`src/rtl/sync_fifo_param.sv`:
```
// sync_fifo_param: single-clock FIFO with configurable width/depth, programmable
// almost-full/almost-empty thresholds, sticky overflow/underflow flags and a
// choice of registered (1-cycle latency) or first-word-fall-through reads.
module sync_fifo_param #(
    parameter int DATA_W     = 8,
    parameter int DEPTH      = 16,
    parameter int AFULL_THR  = DEPTH - 2,
    parameter int AEMPTY_THR = 2,
    parameter int SHOW_AHEAD = 0
) (
    input  logic                       clk,
    input  logic                       rst,
    input  logic                       wr_en,
    input  logic [DATA_W-1:0]          data_in,
    input  logic                       rd_en,
    output logic [DATA_W-1:0]          data_out,
    output logic                       data_valid,
    output logic                       full,
    output logic                       empty,
    output logic                       almost_full,
    output logic                       almost_empty,
    output logic [$clog2(DEPTH):0]     count,
    output logic                       overflow,
    output logic                       underflow,
    input  logic                       clr_err
);
    localparam int AW = $clog2(DEPTH);
    localparam int CW = AW + 1;

    logic [DATA_W-1:0] mem_q [DEPTH];
    logic [CW-1:0]     wr_ptr_q, wr_ptr_d;
    logic [CW-1:0]     rd_ptr_q, rd_ptr_d;
    logic [CW-1:0]     count_q, count_d;
    logic              full_q, full_d;
    logic              empty_q, empty_d;
    logic              afull_q, afull_d;
    logic              aempty_q, aempty_d;
    logic              ovf_q, ovf_d;
    logic              udf_q, udf_d;
    logic              wr_acc, rd_acc;

    // Acceptance uses the registered flags so a write is refused when full
    // even if a read is popping in the same cycle.
    always_comb begin
        wr_acc   = wr_en && !full_q;
        rd_acc   = rd_en && !empty_q;
        wr_ptr_d = wr_ptr_q + CW'(wr_acc);
        rd_ptr_d = rd_ptr_q + CW'(rd_acc);
        // Extra pointer bit makes the difference the exact occupancy 0..DEPTH.
        count_d  = wr_ptr_d - rd_ptr_d;
        full_d   = (count_d == CW'(DEPTH));
        empty_d  = (count_d == '0);
        afull_d  = (count_d >= CW'(AFULL_THR));
        aempty_d = (count_d <= CW'(AEMPTY_THR));
        // A new error event wins over a coincident clear.
        ovf_d    = (ovf_q && !clr_err) || (wr_en && full_q);
        udf_d    = (udf_q && !clr_err) || (rd_en && empty_q);
    end

    // Pointer, occupancy, status and error registers.
    always_ff @(posedge clk or posedge rst) begin
        if (rst) begin
            wr_ptr_q <= '0;
            rd_ptr_q <= '0;
            count_q  <= '0;
            full_q   <= 1'b0;
            empty_q  <= 1'b1;
            afull_q  <= 1'b0;
            aempty_q <= 1'b1;
            ovf_q    <= 1'b0;
            udf_q    <= 1'b0;
        end else begin
            wr_ptr_q <= wr_ptr_d;
            rd_ptr_q <= rd_ptr_d;
            count_q  <= count_d;
            full_q   <= full_d;
            empty_q  <= empty_d;
            afull_q  <= afull_d;
            aempty_q <= aempty_d;
            ovf_q    <= ovf_d;
            udf_q    <= udf_d;
        end
    end

    // Storage array; contents are don't-care after reset, so no reset here.
    always_ff @(posedge clk) begin
        if (wr_acc) mem_q[wr_ptr_q[AW-1:0]] <= data_in;
    end

    generate
        if (SHOW_AHEAD == 0) begin : g_std
            logic [DATA_W-1:0] dout_q;
            logic              dv_q;

            // Registered read: word appears the cycle after its rd_acc, held otherwise.
            always_ff @(posedge clk or posedge rst) begin
                if (rst) begin
                    dout_q <= '0;
                    dv_q   <= 1'b0;
                end else begin
                    dv_q <= rd_acc;
                    if (rd_acc) dout_q <= mem_q[rd_ptr_q[AW-1:0]];
                end
            end

            assign data_out   = dout_q;
            assign data_valid = dv_q;
        end else begin : g_fwft
            // Head word is presented whenever the FIFO holds data; rd_en pops it.
            assign data_out   = empty_q ? '0 : mem_q[rd_ptr_q[AW-1:0]];
            assign data_valid = !empty_q;
        end
    endgenerate

    assign full         = full_q;
    assign empty        = empty_q;
    assign almost_full  = afull_q;
    assign almost_empty = aempty_q;
    assign count        = count_q;
    assign overflow     = ovf_q;
    assign underflow    = udf_q;
endmodule
```
`config.mk`:
```
export PLATFORM = sky130hd
export DESIGN_NAME = sync_fifo_param
export DESIGN_NICKNAME = d
export VERILOG_FILES = /design/src/rtl/sync_fifo_param.sv
export SDC_FILE = /design/constraint.sdc
export NUM_CORES = 1
export LEC_CHECK = 0
export ABC_AREA = 1
export CAP_MARGIN = 20
export CELL_PAD_IN_SITES_DETAIL_PLACEMENT = 2
export CELL_PAD_IN_SITES_GLOBAL_PLACEMENT = 2
export CORE_UTILIZATION = 40
export CTS_CLUSTER_SIZE = 40
export DETAILED_ROUTE_END_ITERATION = 16
export GPL_TIMING_DRIVEN = 0
export PLACE_DENSITY_LB_ADDON = 0.25
export SLEW_MARGIN = 20
export SYNTH_ARGS = -nofsm -noshare
export SYNTH_HDL_FRONTEND = slang
export SYNTH_SLANG_ARGS = --single-unit
export TNS_END_PERCENT = 100
```
`constraint.sdc`:
```
create_clock -name clk -period 3.2 [get_ports clk]
set_clock_uncertainty 0.2 [all_clocks]
set_input_delay 0.48 -clock clk [delete_from_list [all_inputs] [get_ports clk]]
set_output_delay 0.48 -clock clk [all_outputs]
set_load 0.005 [all_outputs]
```
---- Yosys cells after proc, flatten, opt, wreduce, memory -nomap -nowiden ----
Memories as Yosys holds them, arrays and structs flattened. A register that Yosys moved wholly into a read port is not among the register bits.
Cells that the tools add are included.
operators by class
  add/subtract/negate cells ............... 3
  $lt $le $gt $ge ......................... 2
  equal/unequal tests ..................... 1
  multiplexer cells ....................... 2
  reductions and logical operators ........ 12
operator list
  operator                                                                          number
  5-bit by 1-bit adder with 5-bit output                                            2
  1-bit logical AND                                                                 6
  5-bit == test, second input constant                                              1
  5-bit by 4-bit >= comparator with 1-bit output, second input constant             1
  5-bit by 2-bit less-or-equal comparator with 1-bit output, second input constant  1
  5-bit logical NOT                                                                 1
  5-bit subtractor                                                                  1
  1-bit logical NOT                                                                 3
  1-bit logical OR                                                                  2
  1-bit two-way mux                                                                 2
word-level totals
  flip-flop bits (word level) ............. 22
  RAM bits ................................ 128
  input bits .............................. 13
  output and inout port bits .............. 20
  word-level logic and storage cells ...... 31
  memories kept ........................... 1
memories
  memory  depth  width  rd ports  clocked after Yosys merged registers in  wr ports  RTL line  source
  mem_q   16     8      1         1                                        1         30        logic [DATA_W-1:0] mem_q [DEPTH];

---- Logic depth before layout (Yosys ltp) ----
  depth after elaboration ................. 5
  depth in mapped cells ................... 15
  gate-level depth less buffers ........... 15

---- Least setup slack after synthesis ----
Ideal clock, no wire load.
  path kind ............................... input-to-reg
  from .................................... input port rd_en
  to ...................................... register empty_q, in the netlist empty
  library setup time ...................... 65 ps
  arrival ................................. 2106 ps
  required time ........................... 2935 ps
  path slack .............................. 829 ps
  stages on the path ...................... 13
  path buffers ............................ 0
  cell sequence ........................... inv_1 nor2_2 ha_1 ha_1 xnor2_1 ha_1 nor2_1 inv_1 nand3_2 nand2_2 nand2_1 nand2_2 nor2_2
on the way
  word-level cells in the longest chain between the ends .. 4
RTL lines
  item                                    RTL line  source
  start, declared                         15        input logic rd_en,
  1-bit logical AND                       46        rd_acc = rd_en && !empty_q;
  net rd_acc                              40        logic wr_acc, rd_acc;
  5-bit by 1-bit adder with 5-bit output  48        rd_ptr_d = rd_ptr_q + CW'(rd_acc);
  net rd_ptr_d[1]                         32        logic [CW-1:0] rd_ptr_q, rd_ptr_d;
  5-bit subtractor                        50        count_d = wr_ptr_d - rd_ptr_d;
  net count_d[4]                          33        logic [CW-1:0] count_q, count_d;
  5-bit logical NOT                       52        empty_d = (count_d == '0);
  net empty_d                             35        logic empty_q, empty_d;
  end signal, assigned                    77        empty_q <= empty_d;
  end, declared                           35
The timed path passes the listed nets, and every way through them passes these cells.

---- Final worst setup path ----
Ends and elaborated chain as after synthesis.

==> summary.md <==
| Metric | Value |
|---|---|
| Run status | completed |
| Die X | around 130 µm |
| Post-synthesis mux area share | 0% |
| Met2 GRT Util | 50.9% |
| Commonest cells post-synth | 203 x nand2_1, 128 x edfxtp_1, 54 x nand3_1, 44 x nor2_1, 28 x dfrtp_1 |
| Startpoint Class | input port |
| Critical path data required time | 3.37 ns |
| Post-Synth Simple-Gate Area | between 20% and 30% |
| Crit. End Element | flop |
| DRC | 0 |
| Routed wire per std cell | 24.9 µm |
| Longest Clk Path Bufs | 2 |
| Tcrit/Tclk final | 90.3% |
| Non-Filler Instances | 872 |
| Hold Vio Cnt, Final | 0 |
| Clk sinks | around 160 |
| Layout cell share with drive strength beyond 1 | a little under an eighth |
| Via count | 4751 |
| Max-slew violations | 0 |
| DRT Pass-1 Iters | 4 |
| Syn Nets | a little over 600 |
| Final nets | 664 |
| P per Cell Area | 1060 mW/mm² |
| Grt peak-use layer | met2 |
| Initial core utilization | 41.3% |
| RD Place Congestion | a little under 0.8 |
| Synth unique cells | 29 |
| Period minus WS final | 2.89 ns |
| Max Fanout on Critical Path | 11 |
| GR Overflow Total | 0 |
| Routed WL | 21.7 mm |
| Initial antenna violation count | 0 |
| Synth Cell Area | 0.00662 mm² |
| R2R setup slack | about 0.52 ns |
| Mapped Cells | 592 |
| Number of synthesized flops with an enable pin | about 130 |
| Largest family of logic cells by synthesized area | simple AND/OR/NAND/NOR gates |
| Top cell type by total area after synthesis | edfxtp_1 |
| GR Layer Usage met1 | 30.8% |
| Worst skew pair latency | 0.44 ns |
| Gr usage total | roughly 28% |
| Final ANT Viol Nets | 0 |
| Detailed Route Iter0 Violations | 230 |
| Fmax | 346 MHz |
| Top-count cell post-synth | nand2_1 |
| Synth Area in XOR/XNOR | 0.397% |
| Vias in the first global route | 5402 |
| Final setup violation count | 0 |
| IO buf count | 32 |
| Relative slew slack | 26.7% |
| Synth Register Bits | 158 |
| Setup CP Type | in2reg |
| Min-delay worst type | in2async |
| First-pass GRT wire length | 32.6 mm |
| Max-cap check violation count | 0 |
| Most area-consuming cells after synthesis | edfxtp_1 58%, nand2_1 12%, dfrtp_1 11%, nand3_1 4.1%, nor2_1 2.5% |
| Cells after DPL | 840 |
| CTS tree | done |
| H-tree depth | 4 |
| Total power | roughly 8300 µW |
| RSZ-0062 raised after global routing | no |
| Root Buffer | clkbuf_16 |
| Ys async rst share | 19.0% |
| Synth Area per Inst | 11.2 µm² |
| Row count | 46 |
| Worst Tran Pin Value | 1.10 ns |
| Post-DP HPWL | 14.5 mm |
| Compound-Gate Fraction of Synth Area | 4.63% |
| Global routing usage on met3 | 5.42% |
| Post-cts gate resize count | 0 |
| VDD IR max | 511 µV |
| WHS | 0.255 ns |
| Number of CTS-inserted buffers | 17 |
| Die area | 0.0171 mm² |
| Sequential-to-total area share from yosys stat | 69.5% |
| CP arrival | 3.06 ns |
| Vias per inst | between 5 and 6 |
| Antenna cells | 0 |
| Core area | 0.0160 mm² |
| Hold Buf Count CTS | 0 |
| Main synth FF type | edfxtp_1 |
| Leak | 0.00308 µW |
| Largest net degree at the start of global routing | 31 |
| Die Y | 131 µm |
| I/O pin cnt | 33 |
| Reg clk slew, reported paths | 0.07 ns |
| Yosys warning count | 0 |
| Area growth from synthesis to layout | 19.1% |
| Postcts setup bufs | 0 |
| Synth top area share | between 50% and 60% |
| Adder-cell area share of the yosys netlist | 1.51% |
==> where the power goes <==
part	total (µW)	internal [µW]	switching [µW]	leakage, µW
clock network	2280	1430	853	0.000324
registers	2760	2590	172	0.00152
logic	3300	1020	2280	0.00124
==> layout by cell type (no fill, tap or decap), types with 6 or more instances in the layout <==
cell type	synthesis	final
clkdlybuf4s50_1	0	32
nand3_1	54	54
inv_1	22	21
a21oi_1	14	14
nor2_1	44	43
buf_2	11	11
ha_1	8	8
o22ai_1	7	7
o21ai_0	12	12
edfxtp_1	128	128
dfrtp_1	28	28
o211ai_1	7	7
clkbuf_16	0	17
inv_2	5	6
a21boi_0	8	8
nand2_2	12	12
nand2_1	203	203
==> sequential cells by signal, indices dropped and copies added, names as in the netlist, 5 cells and up <==
register  cells
mem_q       128
data_out      8
count         5
rd_ptr_q      5
wr_ptr_q      5
==> metal layers <==
metal	up-vias	part of all wire, %
met5	-	0
met1	2477	38
met2	120	54
li1	2113	-
met3	41	4.2
met4	0	3.3
==> worst max-delay path: stages <==
cell and delay, ns:
clkdlybuf4s50_1 0.50, inv_1 0.08, nor2_4 0.36, ha_1 0.28, nand3_1 0.11, xor2_1 0.24
inv_1 0.07, ha_1 0.36, nand3_1 0.11, nand2_1 0.05, inv_1 0.09, nand2_2 0.07
nand2_1 0.07, nand2_2 0.07, nor2_2 0.11
==> stage by stage <==
stage / setup slack [ns] / area [µm²] / util (%) / TNS, ns
global route: 0.0982 / 7880 / 49.2 / 0
global placement: -0.189 / 7210 / 45.0 / -0.889
detailed placement: -0.273 / 7210 / 45.0 / -1.38
CTS: 0.0939 / 7870 / 49.2 / 0
finish: 0.309 / 7880 / 49.2 / 0
floorplan: 0.829 / 6620 / - / 0
==> logic make-up (layout without fill, tap and decap cells) <==
group,after synthesis,after routing
adders and majority gates,8,8
AOI/OAI and AO/OA,52,52
and+or+nand+nor,320,320
DFF,158,158
buffers and inverters,51,115
xor gates and xnor gates,3,3
==> path summary, 6_finish.rpt <==
check                       startpoint     endpoint  cells past startpoint
max in group asynchronous          rst  wr_ptr_q[0]                      2
setup / recovery                 rd_en        empty                     15
hold reg to reg            data_out[7]  data_out[7]                      2
setup reg to reg           rd_ptr_q[3]        empty                     12
min in group clk           data_out[7]  data_out[7]                      2
hold / removal                     rst  data_out[3]                      2
==> layout make-up <==
type / instances / area (µm²)
Inverter: 30 / 120
Fill cell: 1666 / 8120
Clock buffer: 19 / 453
Buffer: 21 / 134
Multi-Input combinational cell: 383 / 1770
Sequential cell: 158 / 4600
Tap cell: 216 / 270
Timing Repair Buffer: 32 / 320
Clock inverter: 13 / 211
Note: power is estimated with default switching activity, not from simulation.
